--- src/rtl/sync_down_counter.sv ---
// sync_down_counter: loadable down counter with auto-reload/one-shot modes and a registered borrow pulse
module sync_down_counter #(
  parameter int WIDTH = 3
) (
  input  logic             clk,
  input  logic             rst,
  input  logic             en,
  input  logic             load,
  input  logic [WIDTH-1:0] load_val,
  input  logic             mode,
  output logic [WIDTH-1:0] Q,
  output logic             tc,
  output logic             borrow,
  output logic             busy
);
  typedef enum logic {RUN, DONE} state_e;
  state_e           state_q, state_d;
  logic [WIDTH-1:0] q_q, q_d, reload_q, reload_d;
  logic             borrow_q, borrow_d;
  always_comb begin
    q_d      = q_q;
    reload_d = reload_q;
    state_d  = state_q;
    borrow_d = 1'b0;
    if (load) begin
      q_d      = load_val;
      reload_d = load_val;
      state_d  = RUN;
    end else if (state_q == RUN && en) begin
      if (q_q != '0) begin
        q_d = q_q - WIDTH'(1);
      end else begin
        borrow_d = 1'b1;
        q_d      = mode ? q_q : reload_q;
        state_d  = mode ? DONE : RUN;
      end
    end
  end
  always_ff @(posedge clk or posedge rst) begin
    if (rst) begin
      q_q      <= '1;
      reload_q <= '1;
      state_q  <= RUN;
      borrow_q <= 1'b0;
    end else begin
      q_q      <= q_d;
      reload_q <= reload_d;
      state_q  <= state_d;
      borrow_q <= borrow_d;
    end
  end
  assign Q      = q_q;
  assign tc     = (q_q == '0);
  assign borrow = borrow_q;
  assign busy   = (state_q == RUN);
endmodule

--- config.mk ---
export PLATFORM = sky130hd
export DESIGN_NAME = sync_down_counter
export DESIGN_NICKNAME = d
export VERILOG_FILES = /design/src/rtl/sync_down_counter.sv
export SDC_FILE = /design/constraint.sdc
export NUM_CORES = 1
export LEC_CHECK = 0
export CORE_AREA = 10 10 47 49
export CTS_BUF_LIST = sky130_fd_sc_hd__clkbuf_8 sky130_fd_sc_hd__clkbuf_16
export CTS_CLUSTER_SIZE = 12
export DETAILED_ROUTE_END_ITERATION = 12
export DIE_AREA = 0 0 57 59
export GPL_TIMING_DRIVEN = 0
export PLACE_DENSITY = 0.62
export SYNTH_ARGS = -nofsm -noshare
export SYNTH_HDL_FRONTEND = slang
export SYNTH_SLANG_ARGS = --single-unit
--- constraint.sdc ---
create_clock -name clk -period 3.03 [get_ports clk]
set_clock_uncertainty 0.2 [all_clocks]
set_input_delay 0.4545 -clock clk [delete_from_list [all_inputs] [get_ports clk]]
set_output_delay 0.4545 -clock clk [all_outputs]
set_load 0.01 [all_outputs]
==> flow_metrics.py, run 1 <==
metrics = {
    "timing": {
        "fin_ws_ns": 0.610,
        "whs_ns": 0.277,
        "tightest_slew_ns": 0.310,
        "slew-limit-headroom_pct": 79.3,
        "timing.setup.tns_ns": 0,
        "rsz0062_at_grt": "false",
        "final_critical_period_ns": 2.42,
        "slew_viol_final": 0,
        "fmax_mhz": 413,
        "layout_worst_path_cycle_share_pct": 79.9,
        "setup_viol_count_final": 0,
        "final_hold_viol_count": 0,
    },
    "synthesis": {
        "synth.net_count": 55,
        "yosys.area.top_type": "sky130_fd_sc_hd__dfstp_2",
        "synth.lib_cells_used.distinct": 22,
        "mappedNetlistArea_um2": 432,
        "post_synth.cell_area_avg_um2": 9.59,
        "post-synth-top-area-fraction_pct": 36.5,
        "yosys_warnings": 0,
        "sequential_share_of_the_synthesized_area_pct": 48.1,
        "synth_area_leaders": "sky130_fd_sc_hd__dfstp_2 37%, sky130_fd_sc_hd__dfrtp_1 12%, sky130_fd_sc_hd__inv_1 6.1%, sky130_fd_sc_hd__ha_1 5.8%, sky130_fd_sc_hd__mux2_2 5.2%",
        "syn-instance-count": 45,
        "ys_seq_elements": 8,
    },
    "cts": {
        "cts.repair.resized": 0,
        "cts_tree": "done",
        "cts_post_setup_buffers_inserted": 0,
        "root_buffer": "sky130_fd_sc_hd__clkbuf_8",
        "tritoncts.num_buffers": 3,
        "cts-hold-fix-buffers": 0,
        "ctsHtreeMaxLevel": 1,
        "clock_latency_ns": 0.23,
        "cts-root-to-sink-buffers": 2,
        "clkSinkCount": 8,
        "clk_pin_slew_worst_paths_ns": 0.04,
    },
    "critical_path": {
        "reg2reg_from": "Q[0]",
        "crit_path_start_kind": "flop",
        "worstPathCellList": "inv_1 > ha_1 > nand2b_2 > inv_2 > clkdlybuf4s50_1",
        "cp_slowest_stage_delay_ns": 0.56,
        "ff2ff_path_depth": 6,
        "path_max_fanout": 5,
        "cp_num_buf_inv": 3,
        "critical-path-slowest-cell": "sky130_fd_sc_hd__dfstp_2",
        "setup_slack_of_the_worst_register_to_register_path_ns": 1.29,
        "cpLargestDelayFamily": "buffers and inverters",
        "cp.arrival_ns": 1.77,
        "setup.worst_path.end_class": "primary output",
        "timing.critical_path.required_ns": 2.38,
        "crit_path_start": "Q[0]",
        "critPathKind": "flop to primary output",
        "regToRegEndpoint": "Q[1]",
    },
    "floorplan": {
        "design.die.area_um2": 3360,
        "core_rows": 14,
        "die-height_um": 59,
        "core-area_um2": 1400,
        "floorplan.io_pins": 14,
        "initial_core_util_pct": 30.8,
        "die_width_um": 57,
    },
    "final_layout": {
        "layout.nets": 73,
        "multi_input_comb_area_um2": 186,
        "number_of_standard_cells_in_the_layout_taps_in_and_fillers_out": 78,
        "sequential_cell_area_um2": 208,
        "final_core_utilization_pct": 44.7,
        "antenna_diode_count": 0,
        "area_growth_syn_to_layout_pct": 45.2,
        "filler_cell_count": 156,
        "layout-drive-gt1-share_pct": 22.6,
    },
    "global_routing": {
        "antenna_found_initial": 0,
        "grt_pass1_wl_mm": 1.69,
        "grt_start_max_net_pins": 11,
        "track_usage_pct": 6.44,
        "first_global_vias": 397,
        "grt_overflow": 0,
    },
    "placement": {
        "preCtsSetupSlack_ns": 0.849,
        "routabilityCongestion": 0.637,
        "buffer_ports.inserted": 13,
        "dp_hpwl_um": 703,
        "numPlacedInstances": 74,
    },
    "routing": {
        "average_detailed_routed_wire_length_per_instance_um": 11.7,
        "drt_first_pass_iters": 4,
        "postRouteWirelength_um": 912,
        "antenna_left": 0,
        "dr_drc_count": 0,
        "viasPerCell": 4.63,
        "via_count": 361,
        "drt-initial-drc-count": 8,
    },
    "run": {
        "drv.max_cap_violation_count": 0,
    },
    "min_path": {
        "hp-class": "input pin to asynchronous set/reset pin",
    },
    "power": {
        "powerDensity_nw_per_um2": 561,
        "total_leakage_power_nw": 0.282,
        "worst_ir_drop_vdd_mv": 0.320,
    },
    "outcome": {
        "run_status": "completed",
    },
}
## kinds of logic (layout without fill, tap and decap cells)
logic type	after synthesis	after routing	synth area share [%]
flip-flops	8	8	48.1
adder cells (fa/ha/maj)	2	2	5.80
AO/OA/AOI/OAI	10	10	15.7
AND/OR/NAND/NOR	13	13	14.2
multiplexers	3	3	7.54
buffers and inverters	9	26	8.70
## worst max-delay path by stage
stage,end,slack (ns),depth (start not counted)
after CTS,tc,0.59,5
after global routing,tc,0.50,5
after detailed placement,tc,0.85,5
after global placement,tc,0.85,5
after floorplan,Q[1],1.35,6
final,tc,0.61,5
## flip-flops by register name, summed over array words and instances, names as in the netlist
register	count
state_q	1
borrow	1
Q	3
reload_q	3
## placed cells by master (no fill, tap or decap)
cell / n
sky130_fd_sc_hd__clkdlybuf4s50_1: 13
sky130_fd_sc_hd__inv_1: 8
sky130_fd_sc_hd__dfstp_2: 6
sky130_fd_sc_hd__nor2_1: 5
sky130_fd_sc_hd__nand2_1: 4
sky130_fd_sc_hd__clkbuf_8: 3
sky130_fd_sc_hd__a21oi_1: 2
sky130_fd_sc_hd__a31oi_1: 2
sky130_fd_sc_hd__mux2_2: 2
sky130_fd_sc_hd__ha_1: 2
sky130_fd_sc_hd__dfrtp_1: 2
sky130_fd_sc_hd__buf_4: 1
sky130_fd_sc_hd__o21ai_0: 1
sky130_fd_sc_hd__nor2b_1: 1
sky130_fd_sc_hd__nand3b_1: 1
sky130_fd_sc_hd__a21o_1: 1
sky130_fd_sc_hd__nand2b_2: 1
sky130_fd_sc_hd__inv_2: 1
sky130_fd_sc_hd__nor3_1: 1
sky130_fd_sc_hd__a31o_1: 1
sky130_fd_sc_hd__o22ai_1: 1
sky130_fd_sc_hd__a211o_1: 1
sky130_fd_sc_hd__mux2i_1: 1
sky130_fd_sc_hd__a221oi_1: 1
## per-layer routing
metal | part of all wire, % | wire length [um] | global-route usage (%) | vias to the layer above
li1 | - | - | - | 182
met1 | 45 | 411 | 6.55 | 157
met2 | 41 | 370 | 9.30 | 18
met3 | 12 | 109 | 4.08 | 4
met4 | 2.3 | 21 | 5.03 | 0
met5 | 0 | 0 | 0 | -
## stage by stage
| step | cell area (um2) | total power (W) |
|---|---|---|
| after floorplan | 432 | 0.000186 |
| after global placement | 582 | 0.000223 |
| after detailed placement | 582 | 0.000224 |
| after CTS | 627 | 0.000358 |
| after global routing | 627 | 0.000377 |
| final | 627 | 0.000352 |
## where the power goes
part	switching [W]	leakage [nW]	internal [W]	total, W
clock	0.0000418	0.0269	0.0000877	0.000130
sequential	0.00000980	0.0909	0.000127	0.000137
combinational	0.0000372	0.164	0.0000476	0.0000848
total	0.0000888	0.282	0.000263	0.000352
## Yosys cell counts, drive strengths merged
cell	number
inv	8
a21oi	2
nor2b	1
nor2	5
nand3b	1
o22ai	1
nor3	1
o21ai	1
nand2	4
dfstp	6
nand2b	1
mux2i	1
a31o	1
dfrtp	2
a31oi	2
a21o	1
a221oi	1
mux2	2
buf	1
a211o	1
ha	2
## area by class of cell
cell class / instances / share of cell area, %
repair buffers: 13 / 20.8
multi-input cells: 28 / 29.7
inverters: 8 / 4.79
well taps: 16 / 3.19
flip-flops and latches: 8 / 33.1
clock inverters: 1 / 0.599
plain buffers: 1 / 1.20
clock buffers: 3 / 6.59
Note: power is estimated with default switching activity, not from simulation.
==> run 2: changes to the inputs <==
==> constraint.sdc (replaced) <==
create_clock -name clk -period 2.3 [get_ports clk]
set_clock_uncertainty 0.2 [all_clocks]
set_input_delay 0.345 -clock clk [delete_from_list [all_inputs] [get_ports clk]]
set_output_delay 0.345 -clock clk [all_outputs]
set_load 0.01 [all_outputs]
==> run 2 against run 1 <==
  * Clock power increased by 32%
  * Largest cell class unchanged
  * Critical path type unchanged
  * Die area unchanged
  * Critical path depth is the same
  * Sequential cell count stayed put
  * Worst hold slack worse by 0.11 ns
  * Count of clock-buffer cells in the layout is the same
  * Power rose by 31%
  * Sequential share of layout area is 0.066 points higher
==> flow_metrics.py, run 2 (synthesis gave the netlist of run 1 again) <==
metrics = {
    "outcome": {
        "run_status": "completed",
    },
    "critical_path": {
        "cp_slowest_stage_delay_ns": 0.56,
        "ff2ff_path_depth": 6,
        "critical-path-slowest-cell": "sky130_fd_sc_hd__dfstp_2",
        "path_max_fanout": 5,
        "setup.worst_path.end_class": "primary output",
        "worstPathCellList": "inv_1 > ha_1 > nand2b_2 > inv_2 > dlygate4sd2_1",
        "setup_slack_of_the_worst_register_to_register_path_ns": 0.56,
        "timing.critical_path.required_ns": 1.75,
        "cp_num_buf_inv": 3,
        "critPathKind": "flop to primary output",
        "reg2reg_from": "Q[0]",
        "regToRegEndpoint": "Q[1]",
        "cp.arrival_ns": 1.57,
        "cpLargestDelayFamily": "flip-flops",
        "crit_path_start_kind": "flop",
    },
    "timing": {
        "tightest_slew_ns": 0.310,
        "final_hold_viol_count": 0,
        "layout_worst_path_cycle_share_pct": 91.9,
        "fmax_mhz": 473,
        "final_critical_period_ns": 2.11,
        "setup_viol_count_final": 0,
        "slew_viol_final": 0,
        "timing.setup.tns_ns": 0,
        "rsz0062_at_grt": "false",
        "slew-limit-headroom_pct": 79.3,
    },
    "min_path": {
        "hp-class": "input pin to asynchronous set/reset pin",
    },
    "power": {
        "powerDensity_nw_per_um2": 738,
        "power_report.internal_total_w": 0.000345,
        "worst_ir_drop_vdd_mv": 0.422,
        "total_leakage_power_nw": 0.286,
        "clkPwrFrac_pct": 37.0,
        "netSwitchingPower_w": 0.000117,
        "power.switching_fraction_pct": 25.3,
        "seqPwrFrac_pct": 39.2,
        "p_comb_share_pct": 23.9,
    },
    "cts": {
        "tritoncts.num_buffers": 3,
        "cts-root-to-sink-buffers": 2,
        "cts_tree": "done",
        "root_buffer": "sky130_fd_sc_hd__clkbuf_8",
        "ctsHtreeMaxLevel": 1,
        "cts-hold-fix-buffers": 0,
        "clk_pin_slew_worst_paths_ns": 0.04,
        "clock_latency_ns": 0.23,
        "clkSinkCount": 8,
    },
    "global_routing": {
        "grt_pass1_wl_mm": 1.69,
        "grt_start_max_net_pins": 11,
        "grt_overflow": 0,
        "track_usage_pct": 6.44,
        "first_global_vias": 397,
        "antenna_found_initial": 0,
    },
    "final_layout": {
        "commonest_non_fill_non_tap_cell_in_the_layout": "sky130_fd_sc_hd__clkdlybuf4s50_1",
        "number_of_standard_cells_in_the_layout_taps_in_and_fillers_out": 78,
        "final_cell_mix": "12 x sky130_fd_sc_hd__clkdlybuf4s50_1, 8 x sky130_fd_sc_hd__inv_1, 6 x sky130_fd_sc_hd__dfstp_2",
        "layout.nets": 73,
        "antenna_diode_count": 0,
        "area_growth_syn_to_layout_pct": 44.9,
        "layout-drive-gt1-share_pct": 22.6,
    },
    "floorplan": {
        "core_rows": 14,
        "floorplan.io_pins": 14,
        "design.die.area_um2": 3360,
        "initial_core_util_pct": 30.8,
        "core-area_um2": 1400,
        "die_width_um": 57,
        "die-height_um": 59,
    },
    "routing": {
        "drt-initial-drc-count": 8,
        "viasPerCell": 4.63,
        "postRouteWirelength_um": 912,
        "via_count": 361,
        "dr_drc_count": 0,
        "antenna_left": 0,
        "drt_first_pass_iters": 4,
        "average_detailed_routed_wire_length_per_instance_um": 11.7,
    },
    "placement": {
        "numPlacedInstances": 74,
        "routabilityCongestion": 0.637,
        "buffer_ports.inserted": 13,
        "dp_hpwl_um": 703,
    },
    "run": {
        "drv.max_cap_violation_count": 0,
    },
}
## run 2: cell count changes in the layout (fill, tap and decap cells not counted)
cell / change
sky130_fd_sc_hd__dlygate4sd2_1: +1
sky130_fd_sc_hd__clkdlybuf4s50_1: -1
## run 2: power groups by stage
stage               Clock, W  Combinational, W  Sequential, W
global placement           0          0.000111       0.000182
detailed placement         0          0.000113       0.000183
global route        0.000187          0.000124       0.000184
finish              0.000171          0.000110       0.000181
CTS                 0.000178          0.000112       0.000181
floorplan                  0         0.0000599       0.000185
## run 2: metrics by stage
stage               hold WS [ns]  total power (W)  util, %  instance area, um2  worst slack (ns)
floorplan                -0.0436         0.000245        -                 432             0.621
global placement           0.273         0.000294     41.5                 582             0.233
detailed placement         0.276         0.000296     41.5                 582             0.229
CTS                        0.183         0.000471     44.6                 626             0.171
global route               0.193         0.000495     44.6                 626            0.0821
finish                     0.167         0.000462     44.6                 626             0.187
## run 2: what timing repair did
item,CTS,global route
endpoints found under the setup margin,1,0
buffers inserted,0,0
resized for setup,1,0
## run 2: routing by layer
| metal | share of wire [%] | global-route usage, % | up-vias |
|---|---|---|---|
| li1 | - | - | 182 |
| met1 | 45 | 6.55 | 157 |
| met2 | 41 | 9.30 | 18 |
| met3 | 12 | 4.08 | 4 |
| met4 | 2.3 | 5.03 | 0 |
| met5 | 0 | 0 | - |
## run 2: worst max-delay path by stage
| stage | start | to | depth (start not counted) | slack, ns |
|---|---|---|---|---|
| after global routing | Q[0] | tc | 5 | 0.08 |
| after CTS | Q[0] | tc | 5 | 0.17 |
| after detailed placement | Q[0] | tc | 5 | 0.23 |
| final | Q[0] | tc | 5 | 0.19 |
| after floorplan | Q[0] | Q[1] | 6 | 0.62 |
| after global placement | Q[0] | tc | 5 | 0.23 |
## run 2: cell type report
type,count,area [um2]
fillers,156,776
flip-flops and latches,8,208
multi-input cells,28,186
repair buffers,13,129
clock buffers,3,41.3
inverters,8,30.0
well taps,16,20.0
plain buffers,1,7.51
clock inverters,1,3.75
